**src/rtl/switch_pkg.sv**
```systemverilog
// switch_pkg: shared FSM state type and default parameters for the switch receive port
package switch_pkg;
    typedef enum logic [1:0] {IDLE, HDR_SA, PAYLOAD, DISCARD} state_t;
    localparam int DATA_W_DEF    = 8;
    localparam int DEPTH_DEF     = 16;
    localparam int NUM_PORTS_DEF = 4;
    localparam int AF_THRESH_DEF = 4;
    localparam int CNT_W_DEF     = 16;
endpackage

```
**src/rtl/switch_sync_fifo.sv**
```systemverilog
// switch_sync_fifo: first-word-fall-through FIFO that exports its occupancy
module switch_sync_fifo #(
    parameter int DEPTH = 16,
    parameter int W     = 8
) (
    input  logic                     clk,
    input  logic                     rst_n,
    input  logic                     wr_en,
    input  logic [W-1:0]             wr_data,
    input  logic                     rd_en,
    output logic [W-1:0]             rd_data,
    output logic                     valid,
    output logic [$clog2(DEPTH):0]   count
);
    localparam int AW = $clog2(DEPTH);
    logic [W-1:0]  mem [DEPTH];
    logic [AW-1:0] wr_ptr, rd_ptr;
    logic          do_wr, do_rd;
    assign valid   = count != '0;
    assign do_rd   = rd_en && valid;
    assign do_wr   = wr_en && (count != (AW+1)'(DEPTH) || do_rd);
    assign rd_data = mem[rd_ptr];
    // storage array: only accepted writes land, contents need no reset
    always_ff @(posedge clk)
        if (do_wr) mem[wr_ptr] <= wr_data;
    // pointers wrap naturally because DEPTH is a power of two
    always_ff @(posedge clk or negedge rst_n)
        if (!rst_n) begin
            wr_ptr <= '0;
            rd_ptr <= '0;
            count  <= '0;
        end else begin
            if (do_wr) wr_ptr <= wr_ptr + 1'b1;
            if (do_rd) rd_ptr <= rd_ptr + 1'b1;
            if (do_wr != do_rd) count <= do_wr ? count + 1'b1 : count - 1'b1;
        end
endmodule

```
**src/rtl/switch_rx_port.sv**
```systemverilog
// switch_rx_port: frames serial packet bytes into a tagged FIFO with admission, truncation and stats
module switch_rx_port
    import switch_pkg::*;
#(
    parameter int DATA_W    = DATA_W_DEF,
    parameter int DEPTH     = DEPTH_DEF,
    parameter int NUM_PORTS = NUM_PORTS_DEF,
    parameter int AF_THRESH = AF_THRESH_DEF,
    parameter int CNT_W     = CNT_W_DEF
) (
    input  logic                         clk,
    input  logic                         rst_n,
    input  logic [DATA_W-1:0]            data_in,
    input  logic                         sw_enable_in,
    output logic                         read_out,
    output logic                         pkt_valid,
    input  logic                         pkt_ready,
    output logic [DATA_W-1:0]            pkt_data,
    output logic                         pkt_sop,
    output logic                         pkt_eop,
    output logic                         pkt_err,
    output logic [$clog2(NUM_PORTS)-1:0] pkt_dst,
    output logic [CNT_W-1:0]             drop_cnt,
    output logic [CNT_W-1:0]             runt_cnt,
    output logic [CNT_W-1:0]             trunc_cnt
);
    localparam int DST_W = $clog2(NUM_PORTS);
    localparam int AW    = $clog2(DEPTH);
    localparam int EW    = DATA_W + 3 + DST_W;

    state_t            state, state_d;
    logic [DATA_W-1:0] hold;
    logic              hold_sop, long_pkt;
    logic [DST_W-1:0]  dst;
    logic [AW:0]       count, free;
    logic              wr, wr_eop, wr_err, load, shift;
    logic              inc_drop, inc_runt, inc_trunc;
    logic [EW-1:0]     rd_entry;

    assign free     = (AW+1)'(DEPTH) - count;
    assign read_out = free < (AW+1)'(AF_THRESH);

    // state register; reset lands in DISCARD so a packet in flight is never half stored
    always_ff @(posedge clk or negedge rst_n)
        if (!rst_n) state <= DISCARD;
        else        state <= state_d;

    // next state, FIFO write control and counter events; the byte in hold is written one cycle late
    always_comb begin
        state_d   = state;
        wr        = 1'b0;
        wr_eop    = 1'b0;
        wr_err    = 1'b0;
        load      = 1'b0;
        shift     = 1'b0;
        inc_drop  = 1'b0;
        inc_runt  = 1'b0;
        inc_trunc = 1'b0;
        case (state)
            IDLE: if (sw_enable_in) begin
                if (data_in >= DATA_W'(NUM_PORTS) || free < (AW+1)'(2)) begin
                    inc_drop = 1'b1;
                    state_d  = DISCARD;
                end else begin
                    load    = 1'b1;
                    state_d = HDR_SA;
                end
            end
            HDR_SA, PAYLOAD: begin
                wr = 1'b1;
                if (!sw_enable_in) begin
                    wr_eop   = 1'b1;
                    wr_err   = state == HDR_SA || !long_pkt;
                    inc_runt = wr_err;
                    state_d  = IDLE;
                end else if (free == (AW+1)'(1)) begin
                    wr_eop    = 1'b1;
                    wr_err    = 1'b1;
                    inc_trunc = 1'b1;
                    state_d   = DISCARD;
                end else begin
                    shift   = 1'b1;
                    state_d = PAYLOAD;
                end
            end
            default: if (!sw_enable_in) state_d = IDLE;
        endcase
    end

    // hold register and per-packet tags; long_pkt marks that a payload byte has been seen
    always_ff @(posedge clk or negedge rst_n)
        if (!rst_n) begin
            hold     <= '0;
            hold_sop <= 1'b0;
            long_pkt <= 1'b0;
            dst      <= '0;
        end else if (load) begin
            hold     <= data_in;
            hold_sop <= 1'b1;
            long_pkt <= 1'b0;
            dst      <= data_in[DST_W-1:0];
        end else if (shift) begin
            hold     <= data_in;
            hold_sop <= 1'b0;
            long_pkt <= state == PAYLOAD;
        end

    // saturating statistics counters
    always_ff @(posedge clk or negedge rst_n)
        if (!rst_n) begin
            drop_cnt  <= '0;
            runt_cnt  <= '0;
            trunc_cnt <= '0;
        end else begin
            if (inc_drop && drop_cnt != '1)   drop_cnt  <= drop_cnt + CNT_W'(1);
            if (inc_runt && runt_cnt != '1)   runt_cnt  <= runt_cnt + CNT_W'(1);
            if (inc_trunc && trunc_cnt != '1) trunc_cnt <= trunc_cnt + CNT_W'(1);
        end

    switch_sync_fifo #(.DEPTH(DEPTH), .W(EW)) u_fifo (
        .clk     (clk),
        .rst_n   (rst_n),
        .wr_en   (wr),
        .wr_data ({wr_err, wr_eop, hold_sop, dst, hold}),
        .rd_en   (pkt_ready),
        .rd_data (rd_entry),
        .valid   (pkt_valid),
        .count   (count)
    );

    assign {pkt_err, pkt_eop, pkt_sop, pkt_dst, pkt_data} = rd_entry;
endmodule

```
**config.mk**
```make
export PLATFORM = sky130hd
export DESIGN_NAME = switch_rx_port
export DESIGN_NICKNAME = d
export VERILOG_FILES = /design/src/rtl/switch_pkg.sv /design/src/rtl/switch_sync_fifo.sv /design/src/rtl/switch_rx_port.sv
export SDC_FILE = /design/constraint.sdc
export NUM_CORES = 1
export LEC_CHECK = 0
export ABC_AREA = 0
export BUFFER_PORTS_ARGS = -buffer_cell sky130_fd_sc_hd__buf_2
export CORE_MARGIN = 3
export CORE_UTILIZATION = 30
export CTS_CLUSTER_SIZE = 28
export DETAILED_ROUTE_END_ITERATION = 8
export GPL_TIMING_DRIVEN = 0
export PLACE_DENSITY = 0.47
export SLEW_MARGIN = 15
export SYNTH_ARGS = -nofsm -noshare
export SYNTH_HDL_FRONTEND = slang
export SYNTH_SLANG_ARGS = --single-unit
```
**constraint.sdc**
```tcl
create_clock -name clk -period 3.6 [get_ports clk]
set_clock_uncertainty 0.2 [all_clocks]
set_input_delay 0.18 -clock clk [delete_from_list [all_inputs] [get_ports clk]]
set_output_delay 0.18 -clock clk [all_outputs]
set_load 0.02 [all_outputs]
```
==> summary.md <==
| Metric | Value |
|---|---|
| Crit path DAT | 2.95 ns |
| CP Launch Type | flop |
| Routed wire length | 26260 um |
| Pins Over Slew Limit | 0 |
| Worst IR Drop VDD | 0.0003877 V |
| Post-Syn Instances | 659 |
| WHS | 0.2573 ns |
| Pre-CTS WS | 0.04288 ns |
| CTS clock-pin slew for the worst setup and hold paths | 0.06 ns |
| Hold Crit Class | primary input to flop |
| Static leakage | 5.058 nW |
| Slew @ Worst Pin | 1.040 ns |
| I/O pins | 75 |
| H-tree Lvls | 1 |
| Ys async rst share | 0.2650 |
| Number of synthesized flops with an enable pin | 208 |
| Total core area | 38110 sq um |
| Final Core Density | 0.3636 |
| Setup-failing EPs final | 0 |
| Outcome | finished clean |
| Syn Nets | 692 |
| Layout cells sized above 1 | 0.2882 |
| Avg WL per Cell | 19.95 um |
| Final net count | 815 |
| DP Area | 12760 sq um |
| Antenna diode count | 0 |
| First-pass GRT wire length | 40970 um |
| Via-per-instance ratio | 4.687 |
| Mapped Area | 11720 sq um |
| Mux share of post-synthesis cell area | 0.1402 |
| Worst skew pair latency | 0.54 ns |
| Critical path capture point type | output port |
| Vias | 6168 |
| Sequential fraction of the synthesis area | 0.6931 |
| Initial Util | 0.3076 |
| CTS Sinks | 283 |
| Worst R2R Start | u_fifo.count[1] |
| Synth Area in Adders | 0.02305 |
| Synth Area in XOR/XNOR | 0.03810 |
| Drt drc | 0 |
| Slowest CP cell | buf_1 |
| Number of DRC markers in iteration 0 | 335 |
| Layout area overhead | 18.21% |
| Placed wire-length estimate | 17000 um |
| Vias in the first global route | 6434 |
| GPL Wtd Cong | 0.7205 |
| Antenna violations before repair | 0 |
| TritonCTS Buffers | 30 |
| Die ar. | 41480 sq um |
| PortBufs | 73 |
| Final Critical Period | 3.330 ns |
| Max stage delay on crit path | 0.53 ns |
| Placed cell count | 1244 |
| Final worst setup slack | 0.2696 ns |
| Yosys reg bits | 283 |
| Remaining Overflow, GRT | 0 |
| Compound-Gate Fraction of Synth Area | 0.01825 |
| Setup TNS | 0 ns |
| Pre-antenna DRT Iters | 4 |
| GRT Resource Usage Total | 0.1288 |
| Crit path capture | pkt_data[4] |
| CTS tree | yes |
| Design Power | 11.45 mW |
| CP Class | flop to output port |
| Largest family of logic cells by synthesized area | multiplexers |
| Fmax | 300.3 MHz |
| Post-route cell area | 13860 sq um |
| Clock Tree Buf Depth | 3 |
| Worst R2R End | u_fifo.mem[4][0] |
| Cell Pwr Density | 826.5 nW/um^2 |
| Clock Root Buffer | clkbuf_16 |
| Reg2reg path depth | 12 |
| Crit-path most repeated cell | mux4_2 |
| Rows | 71 |
| Ys flop type | edfxtp_1 |
| Die boundary height | 203.7 um |
| Slew headroom | 0.3067 |
| Syn avg cell area | 17.79 sq um |
| Max-cap violations | 0 |
| Chip width | 203.7 um |
| Crit path cell chain | clkbuf_1 -> buf_1 -> mux4_2 -> mux4_2 -> buf_2 |
| YS warnings | 0 |
| Antenna Nets Post-Route | 0 |
| Synth cell types | 54 |
| Synth Area in Simple Gates | 0.07461 |
| Final Hold Viols | 0 |
| Largest net degree at the start of global routing | 45 |
| Worst setup startpoint | u_fifo.rd_ptr[1] |
| Worst reg-to-reg setup slack | 0.27 ns |
| CP max FO | 10 |
| WP data required | 3.22 ns |
| Final Cycle Share | 0.9251 |
| Layout Cells excl Fill | 1316 |
[cell usage after synthesis (4+ instances only)]
master / number / area, sq um
buf_2: 7 / 35.03
nand3_1: 26 / 130.1
xnor2_1: 35 / 306.5
mux2_2: 15 / 168.9
edfxtp_1: 208 / 6246
ha_1: 20 / 250.2
nor2b_1: 4 / 25.02
dfrtp_1: 73 / 1827
a21oi_1: 12 / 60.06
nand2_1: 32 / 120.1
nor3_1: 11 / 55.05
clkbuf_1: 8 / 30.03
and3_1: 10 / 62.56
nand4_1: 19 / 118.9
inv_1: 14 / 52.55
and4_1: 5 / 43.79
mux4_2: 65 / 1464
o21ai_0: 7 / 35.03
xor2_1: 16 / 140.1
nor2_1: 14 / 52.55
and2_1: 19 / 118.9
[worst min path at each step]
| stage | from | to | slack, ns | cells past startpoint |
|---|---|---|---|---|
| finish | data_in[4] | hold[4] | 0.26 | 3 |
| global route | data_in[3] | hold[3] | 0.25 | 3 |
| global placement | data_in[0] | hold[0] | 0.26 | 2 |
| CTS | data_in[4] | hold[4] | 0.23 | 3 |
| floorplan | rst_n | drop_cnt[0] | -0.32 | 0 |
| detailed placement | rst_n | drop_cnt[8] | -0.03 | 1 |
[state kept, by name (all words and copies together) (netlist names)]
register,flops
u_fifo.rd_ptr,4
u_fifo.wr_ptr,4
hold,8
drop_cnt,16
runt_cnt,16
u_fifo.mem,208
long_pkt,1
u_fifo.count,5
dst,2
hold_sop,1
trunc_cnt,16
state,2
[worst max-delay path: cells and delay by family, from the launching register on]
family	cells	cell delay (ns)
buffers and inverters	3	1.08
flip-flops	1	0.34
multiplexers	2	0.97
[metal layers]
metal | part of all wire | vias up | global-route usage
met4 | 0.019 | 0 | 0.02753
met1 | 0.46 | 3200 | 0.1843
met3 | 0.042 | 36 | 0.02235
met2 | 0.47 | 109 | 0.2076
li1 | - | 2823 | -
met5 | 0 | - | 0
[cell type report]
cell class              count  area [sq um]
multi-input cells         342          3456
clock inverters            19         126.4
fillers                  3616         24250
clock buffers              36         783.3
plain buffers              19         96.34
repair buffers             91         570.5
flip-flops and latches    283          8125
well taps                 511         639.4
inverters                  15         60.06
[logic make-up (layout without fill, tap and decap cells)]
family / count (synthesis) / in the layout
flops: 283 / 283
simple gates: 157 / 157
mux: 81 / 81
xor+xnor: 51 / 51
buf+inv: 34 / 180
compound gates: 32 / 32
fa+ha+maj: 21 / 21
[cell usage in the layout, fill, tap and decap left out, types with 3 or more instances in the layout]
cell type	n
clkbuf_16	30
clkinv_2	7
clkbuf_1	9
inv_1	13
clkbuf_2	4
and2_1	19
and4_1	5
buf_4	4
nand3_1	26
a21oi_1	11
nand4_1	19
dfrtp_1	73
nand2_1	31
edfxtp_1	208
ha_1	20
nor2b_1	4
mux2_2	15
clkinv_1	8
buf_2	79
xnor2_1	35
xor2_1	16
dlygate4sd3_1	14
nor3_1	11
clkinvlp_4	3
nor2_1	14
and3_1	10
mux4_2	65
o21ai_0	7
[power by group]
part           leakage, nW  internal (mW)  switching [mW]  total [mW]
Sequential            2.87           4.40           0.507        4.90
Combinational         1.75           1.60            2.10        3.70
Clock                0.444           1.61            1.23        2.85
[timing repair]
action,CTS,global route
hold endpoints to repair,90,0
setup buffers,0,2
hold buffers,15,0
gates resized for setup,0,14
endpoints found under the setup margin,0,202
Note: power is estimated with default switching activity, not from simulation.
